### src/rtl/vga_timing_pkg.sv
// ----------------------------------------------------------------------------
// vga_timing_pkg
// Shared timing constants and helpers for the VGA raster path.
//   DEF_*      : default 640x480@60 Hz timing (clocks for horizontal, lines
//                for vertical)
//   CNT_W      : width of the raster counters
//   COORD_W    : width of the published pixel coordinates
//   region_e   : which part of a line/frame a counter value falls in
//   getRegion  : maps a counter value to its region given the four widths
// ----------------------------------------------------------------------------
package vga_timing_pkg;

    localparam int DEF_H_SYNC  = 96;
    localparam int DEF_H_BACK  = 48;
    localparam int DEF_H_ACT   = 640;
    localparam int DEF_H_FRONT = 16;
    localparam int DEF_V_SYNC  = 2;
    localparam int DEF_V_BACK  = 33;
    localparam int DEF_V_ACT   = 480;
    localparam int DEF_V_FRONT = 10;

    localparam int CNT_W   = 12;
    localparam int COORD_W = 10;

    typedef enum logic [1:0] {
        REGION_SYNC,
        REGION_BACK,
        REGION_ACTIVE,
        REGION_FRONT
    } region_e;

    // Regions are laid out sync, back porch, active, front porch from count 0.
    // A count past the end of the front porch cannot occur while the counter
    // wraps correctly; it is treated as the start of the next line.
    function automatic region_e getRegion(input int cnt,
                                          input int syncW,
                                          input int backW,
                                          input int actW,
                                          input int frontW);
        region_e region;
        if (cnt < syncW) begin
            region = REGION_SYNC;
        end else if (cnt < syncW + backW) begin
            region = REGION_BACK;
        end else if (cnt < syncW + backW + actW) begin
            region = REGION_ACTIVE;
        end else if (cnt < syncW + backW + actW + frontW) begin
            region = REGION_FRONT;
        end else begin
            region = REGION_SYNC;
        end
        return region;
    endfunction

endpackage

### src/rtl/vga_delay_line.sv
// ----------------------------------------------------------------------------
// vga_delay_line
// DEPTH-stage shift register, WIDTH bits wide, asynchronously reset to
// RESET_VAL in every stage.
//   clock_i : shift clock
//   rstN_i  : asynchronous active-low reset
//   din_i   : value entering stage 0
//   tap_o   : value about to enter the final stage (one clock ahead of dout_o)
//   dout_o  : final stage, din_i delayed by DEPTH clocks
// ----------------------------------------------------------------------------
module vga_delay_line #(
    parameter int               DEPTH     = 1,
    parameter int               WIDTH     = 1,
    parameter logic [WIDTH-1:0] RESET_VAL = '0
) (
    input  logic             clock_i,
    input  logic             rstN_i,
    input  logic [WIDTH-1:0] din_i,
    output logic [WIDTH-1:0] tap_o,
    output logic [WIDTH-1:0] dout_o
);

    logic [WIDTH-1:0] stage_q [DEPTH];

    // Plain shift chain; every stage returns to RESET_VAL on reset so nothing
    // stale drains out after release.
    always_ff @(posedge clock_i or negedge rstN_i) begin
        if (!rstN_i) begin
            for (int i = 0; i < DEPTH; i++) begin
                stage_q[i] <= RESET_VAL;
            end
        end else begin
            stage_q[0] <= din_i;
            for (int i = 1; i < DEPTH; i++) begin
                stage_q[i] <= stage_q[i-1];
            end
        end
    end

    assign dout_o = stage_q[DEPTH-1];

    // The tap lets a companion register load in lockstep with the final stage.
    generate
        if (DEPTH == 1) begin : gTapDirect
            assign tap_o = din_i;
        end else begin : gTapStage
            assign tap_o = stage_q[DEPTH-2];
        end
    endgenerate

endmodule

### src/rtl/vga_timing_ctrl.sv
// ----------------------------------------------------------------------------
// vga_timing_ctrl
// Raster timing master for the VGA output path. Runs the horizontal and
// vertical counters, publishes the coordinates of the next visible pixel to a
// pixel source, takes that source's RGB PIX_LAT clocks later and re-aligns it
// with delayed sync/blank for the DAC.
//   iVGA_CLK        : pixel clock
//   iRST_n          : asynchronous active-low reset
//   oVGA_X/oVGA_Y   : active-area column/row, 0 outside the active area
//   oRequest        : oVGA_X/oVGA_Y name a visible pixel
//   oFrameStart     : one-clock pulse with the request for pixel (0,0)
//   iRed/iGreen/iBlue : pixel source RGB, valid PIX_LAT clocks after request
//   oVGA_R/G/B      : RGB to the DAC, forced to 0 while blanked
//   oVGA_HS/oVGA_VS : sync, active level SYNC_POL
//   oVGA_BLANK_n    : low during blanking
//   oVGA_SYNC_n     : tied low, no sync-on-green
// ----------------------------------------------------------------------------
module vga_timing_ctrl
    import vga_timing_pkg::*;
#(
    parameter int   H_SYNC   = DEF_H_SYNC,
    parameter int   H_BACK   = DEF_H_BACK,
    parameter int   H_ACT    = DEF_H_ACT,
    parameter int   H_FRONT  = DEF_H_FRONT,
    parameter int   V_SYNC   = DEF_V_SYNC,
    parameter int   V_BACK   = DEF_V_BACK,
    parameter int   V_ACT    = DEF_V_ACT,
    parameter int   V_FRONT  = DEF_V_FRONT,
    parameter int   PIX_LAT  = 1,
    parameter logic SYNC_POL = 1'b0
) (
    input  logic         iVGA_CLK,
    input  logic         iRST_n,
    output logic [9:0]   oVGA_X,
    output logic [9:0]   oVGA_Y,
    output logic         oRequest,
    output logic         oFrameStart,
    input  logic [9:0]   iRed,
    input  logic [9:0]   iGreen,
    input  logic [9:0]   iBlue,
    output logic [9:0]   oVGA_R,
    output logic [9:0]   oVGA_G,
    output logic [9:0]   oVGA_B,
    output logic         oVGA_HS,
    output logic         oVGA_VS,
    output logic         oVGA_BLANK_n,
    output logic         oVGA_SYNC_n
);

    localparam int H_TOTAL = H_SYNC + H_BACK + H_ACT + H_FRONT;
    localparam int V_TOTAL = V_SYNC + V_BACK + V_ACT + V_FRONT;

    localparam logic [CNT_W-1:0] H_LAST   = CNT_W'(H_TOTAL - 1);
    localparam logic [CNT_W-1:0] V_LAST   = CNT_W'(V_TOTAL - 1);
    localparam logic [CNT_W-1:0] H_ORIGIN = CNT_W'(H_SYNC + H_BACK);
    localparam logic [CNT_W-1:0] V_ORIGIN = CNT_W'(V_SYNC + V_BACK);

    localparam logic       SYNC_IDLE = ~SYNC_POL;
    localparam int         DLY_DEPTH = PIX_LAT + 1;
    // Delay-line word is {hs, vs, blank_n}.
    localparam logic [2:0] DLY_RESET = {SYNC_IDLE, SYNC_IDLE, 1'b0};

    logic [CNT_W-1:0] hCnt_q, hCnt_d;
    logic [CNT_W-1:0] vCnt_q, vCnt_d;

    region_e hRegion, vRegion;

    logic               request_q, request_d;
    logic               frameStart_q, frameStart_d;
    logic               hsRaw_q, hsRaw_d;
    logic               vsRaw_q, vsRaw_d;
    logic [COORD_W-1:0] x_q, x_d;
    logic [COORD_W-1:0] y_q, y_d;

    logic [2:0]  alignTap;
    logic [2:0]  alignOut;
    logic [29:0] rgb_q, rgb_d;

    // Raster counters: the line counter steps only when the pixel counter
    // wraps, so the last pixel of the last line returns both to 0 together.
    always_comb begin
        hCnt_d = hCnt_q + CNT_W'(1);
        vCnt_d = vCnt_q;
        if (hCnt_q == H_LAST) begin
            hCnt_d = '0;
            if (vCnt_q == V_LAST) begin
                vCnt_d = '0;
            end else begin
                vCnt_d = vCnt_q + CNT_W'(1);
            end
        end
    end

    always_ff @(posedge iVGA_CLK or negedge iRST_n) begin
        if (!iRST_n) begin
            hCnt_q <= '0;
            vCnt_q <= '0;
        end else begin
            hCnt_q <= hCnt_d;
            vCnt_q <= vCnt_d;
        end
    end

    assign hRegion = getRegion(int'(hCnt_q), H_SYNC, H_BACK, H_ACT, H_FRONT);
    assign vRegion = getRegion(int'(vCnt_q), V_SYNC, V_BACK, V_ACT, V_FRONT);

    // Stage 1 decode: request, coordinates and raw sync all come from the
    // same counter value so they stay mutually consistent.
    always_comb begin
        request_d = (hRegion == REGION_ACTIVE) && (vRegion == REGION_ACTIVE);
        x_d       = '0;
        y_d       = '0;
        if (request_d) begin
            x_d = COORD_W'(hCnt_q - H_ORIGIN);
            y_d = COORD_W'(vCnt_q - V_ORIGIN);
        end
        frameStart_d = request_d && (x_d == '0) && (y_d == '0);
        hsRaw_d      = (hRegion == REGION_SYNC) ? SYNC_POL : SYNC_IDLE;
        vsRaw_d      = (vRegion == REGION_SYNC) ? SYNC_POL : SYNC_IDLE;
    end

    always_ff @(posedge iVGA_CLK or negedge iRST_n) begin
        if (!iRST_n) begin
            request_q    <= 1'b0;
            frameStart_q <= 1'b0;
            hsRaw_q      <= SYNC_IDLE;
            vsRaw_q      <= SYNC_IDLE;
            x_q          <= '0;
            y_q          <= '0;
        end else begin
            request_q    <= request_d;
            frameStart_q <= frameStart_d;
            hsRaw_q      <= hsRaw_d;
            vsRaw_q      <= vsRaw_d;
            x_q          <= x_d;
            y_q          <= y_d;
        end
    end

    // Sync and blank wait PIX_LAT+1 clocks so they land with the RGB that the
    // source returns for the same pixel. Blank_n is simply the stage-1 request.
    vga_delay_line #(
        .DEPTH     (DLY_DEPTH),
        .WIDTH     (3),
        .RESET_VAL (DLY_RESET)
    ) uAlign (
        .clock_i (iVGA_CLK),
        .rstN_i  (iRST_n),
        .din_i   ({hsRaw_q, vsRaw_q, request_q}),
        .tap_o   (alignTap),
        .dout_o  (alignOut)
    );

    // RGB is captured on the same edge the delayed blank_n reaches the output,
    // gated by the blank_n value loading alongside it, so nothing from the
    // source leaks through outside a visible pixel.
    always_comb begin
        rgb_d = '0;
        if (alignTap[0]) begin
            rgb_d = {iRed, iGreen, iBlue};
        end
    end

    always_ff @(posedge iVGA_CLK or negedge iRST_n) begin
        if (!iRST_n) begin
            rgb_q <= '0;
        end else begin
            rgb_q <= rgb_d;
        end
    end

    assign oVGA_X       = x_q;
    assign oVGA_Y       = y_q;
    assign oRequest     = request_q;
    assign oFrameStart  = frameStart_q;
    assign oVGA_R       = rgb_q[29:20];
    assign oVGA_G       = rgb_q[19:10];
    assign oVGA_B       = rgb_q[9:0];
    assign oVGA_HS      = alignOut[2];
    assign oVGA_VS      = alignOut[1];
    assign oVGA_BLANK_n = alignOut[0];
    assign oVGA_SYNC_n  = 1'b0;

endmodule

### config.mk
export PLATFORM = sky130hd
export DESIGN_NAME = vga_timing_ctrl
export DESIGN_NICKNAME = d
export VERILOG_FILES = /design/src/rtl/vga_timing_pkg.sv /design/src/rtl/vga_delay_line.sv /design/src/rtl/vga_timing_ctrl.sv
export SDC_FILE = /design/constraint.sdc
export NUM_CORES = 1
export LEC_CHECK = 0
export ABC_AREA = 1
export CORE_UTILIZATION = 53
export DETAILED_ROUTE_END_ITERATION = 8
export PLACE_DENSITY_LB_ADDON = 0.1
export SETUP_SLACK_MARGIN = 0.05
export SLEW_MARGIN = 10
export SYNTH_ARGS = -nofsm -noshare
export SYNTH_HDL_FRONTEND = slang
export SYNTH_HIERARCHICAL = 1
export SYNTH_SLANG_ARGS = --single-unit
### constraint.sdc
create_clock -name iVGA_CLK -period 3.7 [get_ports iVGA_CLK]
set_clock_uncertainty 0.05 [all_clocks]
set_input_delay 0.37 -clock iVGA_CLK [delete_from_list [all_inputs] [get_ports iVGA_CLK]]
set_output_delay 0.37 -clock iVGA_CLK [all_outputs]
set_load 0.02 [all_outputs]
==> results.yml <==
pwr:
  power.combinational.fraction_pct: 3.0
  power.net_switching_mw: 0.349
  power.static_leakage_nw: 2.60
  p_seq_share_pct: 54.7
  share_clk_of_total_power_pct: 42.3
  switching_share_pct: 20.8
  p_int_mw: 1.33
  ir_drop_v: 0.000217
  power.density_nw_per_um2: 351
route:
  final_antenna_net_count: 0
  drc: 0
  vias_per_cell: 4.86
  vias: 2792
  drt_iter0_markers: 111
  firstDrtPassIters: 5
  detailed_route_wire_length_per_cell_um: 13.1
  detail_route.wirelength_mm: 7.51
sta:
  worst-slew-pin-transition_ps: 1010
  slew-limit-headroom_pct: 32.5
  report.final.slew_viol_count: 0
  max_freq_mhz: 445
  post-route-min-period_ps: 2250
  finalHoldViolations: 0
  timing.setup.tns_ps: 0
  rsz_0062_raised_after_global_routing: "no"
  setup-violations-final: 0
  fin_crit_sh_pct: 60.8
finish:
  ff_latch_area_um2: 2110
  multi_input_comb_area_um2: 1180
  n_antenna_cell: 0
  nNetsFinal: 531
  syn2layout_area_growth_pct: 30.4
  fraction_of_layout_instances_using_a_drive_strength_above_1_pct: 8.05
  n_fill_cell: 460
  final_design_area_no_fill_um2: 4780
floorplan:
  boundaryPins: 88
  floorplan.initialDensity_pct: 56.4
  core_area_um2: 6490
  die_span_in_x_um: 85.2
  dieArea_um2: 7250
  dieHeight_um: 85.2
  core.rowCount: 29
placement:
  gp_congestion: 0.882
  detailed_place.area_um2: 4560
  post-dp-hpwl_mm: 5.48
  port_buffers: 86
worst_setup_path:
  worst_path_most_repeated_cell: "nand2_1"
  crit_path_cell_trace: "inv_1 > ha_1 > nand2_1 > nand2_1 > nand2_1 > and2_1 > nand2_1 > nor2_4 > inv_2 > nor2_1 > nand3b_1 > nor2_1"
  cp_max_fo: 21
  cpPeakStageDelay_ps: 490
  cp.buffers_inverters: 2
  crit_slowest_cell: "dfrtp_1"
  worst_ep_required_time_ps: 3880
  path_delay_family: "simple AND/OR/NAND/NOR gates"
  rr_startpoint: "hCnt_q[4]$_DFF_PN0_"
  cp.arrival_ps: 2430
  setup.worst_path.start: "hCnt_q[4]$_DFF_PN0_"
  crit_path_start_kind: "flop"
  end_kind: "flop"
  worst-setup-path-type: "reg2reg"
cts:
  post_cts.repair.setup_buffers: 0
  clock_sink_count: 84
  post_cts_resize_count: 0
  count_of_hold_buffers_inserted_by_post_cts_repair: 0
  ctsHtreeMaxLevel: 3
  buffer_cell_driving_the_clock_tree_root: "clkbuf_8"
  path_clk_slew_ps: 90
  cts_tree: "yes"
  insertion_delay_ps: 340
  cts.path.max_buffers: 2
  cts_made_buffers: 9
logic_synthesis:
  mappedNetlistArea_um2: 3660
  dominantRegCellSynth: "dfrtp_1"
  synth_largest_type_area_fraction_pct: 53.3
  asyncSetResetFlopFracSynth_pct: 100
  synth.distinct_cells: 32
  yosys.cell_count.top_type: "nand2_1"
  cell_type_contributing_the_most_total_cell_area_after_synthesis: "dfrtp_1"
  post_synth_main_area_contributors: "dfrtp_1 (53%), nand2_1 (9.1%), inv_1 (7.9%), dfstp_2 (4.3%), nor2_1 (4.3%)"
  synth-edff-count: 0
  synth.net_count: 443
  most_frequent_cells_after_synthesis: "nand2_1 (89), dfrtp_1 (78), inv_1 (77)"
  post_synthesis_area_per_instance_um2: 9.07
  synth-warning-count: 6
  synth_seq_cells: 84
  post_synth_inst_count: 404
  synth.yosys.seq_area_share_pct: 57.6
grt:
  grt_pass1_vias: 2614
  grt_start_max_net_pins: 85
  grt_antenna_before_repair: 0
  grt.total_usage_pct: 21.9
  grt_first_pass_wirelength_mm: 12.3
  globalRouteOverflowTotal: 0
worst_hold_path:
  hold_path_class: "in2async"
outcome:
  run_status: "completed"
job:
  cap_violations: 0
[flip-flops by register name, indices dropped and copies added, names as in the netlist]
name           count
rgb_q             30
hCnt_q            12
vCnt_q            12
oVGA_X            10
oVGA_Y            10
uAlign/dout_o      3
uAlign/tap_o       3
hsRaw_q            1
oFrameStart        1
oRequest           1
vsRaw_q            1
[path summary, 6_finish.rpt]
| kind | slack [ps] | end | cells past startpoint |
|---|---|---|---|
| worst max register to register | 1450 | oFrameStart$_DFF_PN0_ | 12 |
| worst min register to register | 310 | uAlign/dout_o[2]$_DFF_PN1_ | 0 |
| max in group asynchronous | 2810 | vCnt_q[3]$_DFFE_PN0N_ | 1 |
| worst min-delay path | 140 | rgb_q[14]$_DFF_PN0_ | 1 |
| min in group iVGA_CLK | 310 | uAlign/dout_o[2]$_DFF_PN1_ | 0 |
| worst max-delay path | 1450 | oFrameStart$_DFF_PN0_ | 12 |
[power groups by stage]
| stage | clock network [mW] | logic [mW] | registers, mW |
|---|---|---|---|
| global route | 0.766 | 0.0560 | 0.918 |
| CTS | 0.726 | 0.0517 | 0.917 |
| finish | 0.709 | 0.0506 | 0.917 |
| global placement | 0 | 0.0514 | 0.935 |
| detailed placement | 0 | 0.0511 | 0.935 |
| floorplan | 0 | 0.00169 | 0.936 |
[stage by stage]
stage          hold slack [ps]  util [%]  instances  power [mW]  setup slack [ps]
3_3_place_gp               297      70.2        558       0.987              1540
3_5_place_dp               299      70.2        558       0.987              1500
6_report                   139      73.6        574        1.68              1450
2_1_floorplan             24.4         -        404       0.937              1850
4_1_cts                    174      73.6        574        1.70              1470
5_1_grt                    225      73.6        574        1.74              1250
[cells in the final DEF, fill, tap and decap left out, types with 3 or more instances in the layout]
cell,count
dfrtp_1,78
xor2_1,15
nor2_1,42
ha_1,7
nand2_1,89
nand4_1,8
o21ai_0,8
nand2_2,3
clkdlybuf4s50_1,85
a21oi_1,11
dfstp_2,6
nor2_4,4
nor3_1,3
clkbuf_8,9
nand3_1,21
inv_1,77
inv_2,4
[layer usage]
layer	vias up	GRT usage [%]	share of wire, %
met5	-	0	0
met4	0	5.86	1.1
met3	10	5.93	6.7
met2	108	35.6	45
met1	1278	29.4	47
li1	1396	-	-
[cell type report]
cell class,instances,share of cell area (%)
multi-input combinational,229,24.8
timing repair buffer,86,18.0
tap,77,2.02
sequential,84,44.1
clock inverter,7,2.07
inverter,82,6.44
clock buffer,9,2.59
[cell families after synthesis]
family | synth area share, %
AOI/OAI and AO/OA | 3.65
xor gates and xnor gates | 4.06
adders and majority gates | 2.39
buffers and inverters | 10.1
DFF | 57.6
other | 0.102
and+or+nand+nor | 22.1
Power figures use the tool's default switching activity.
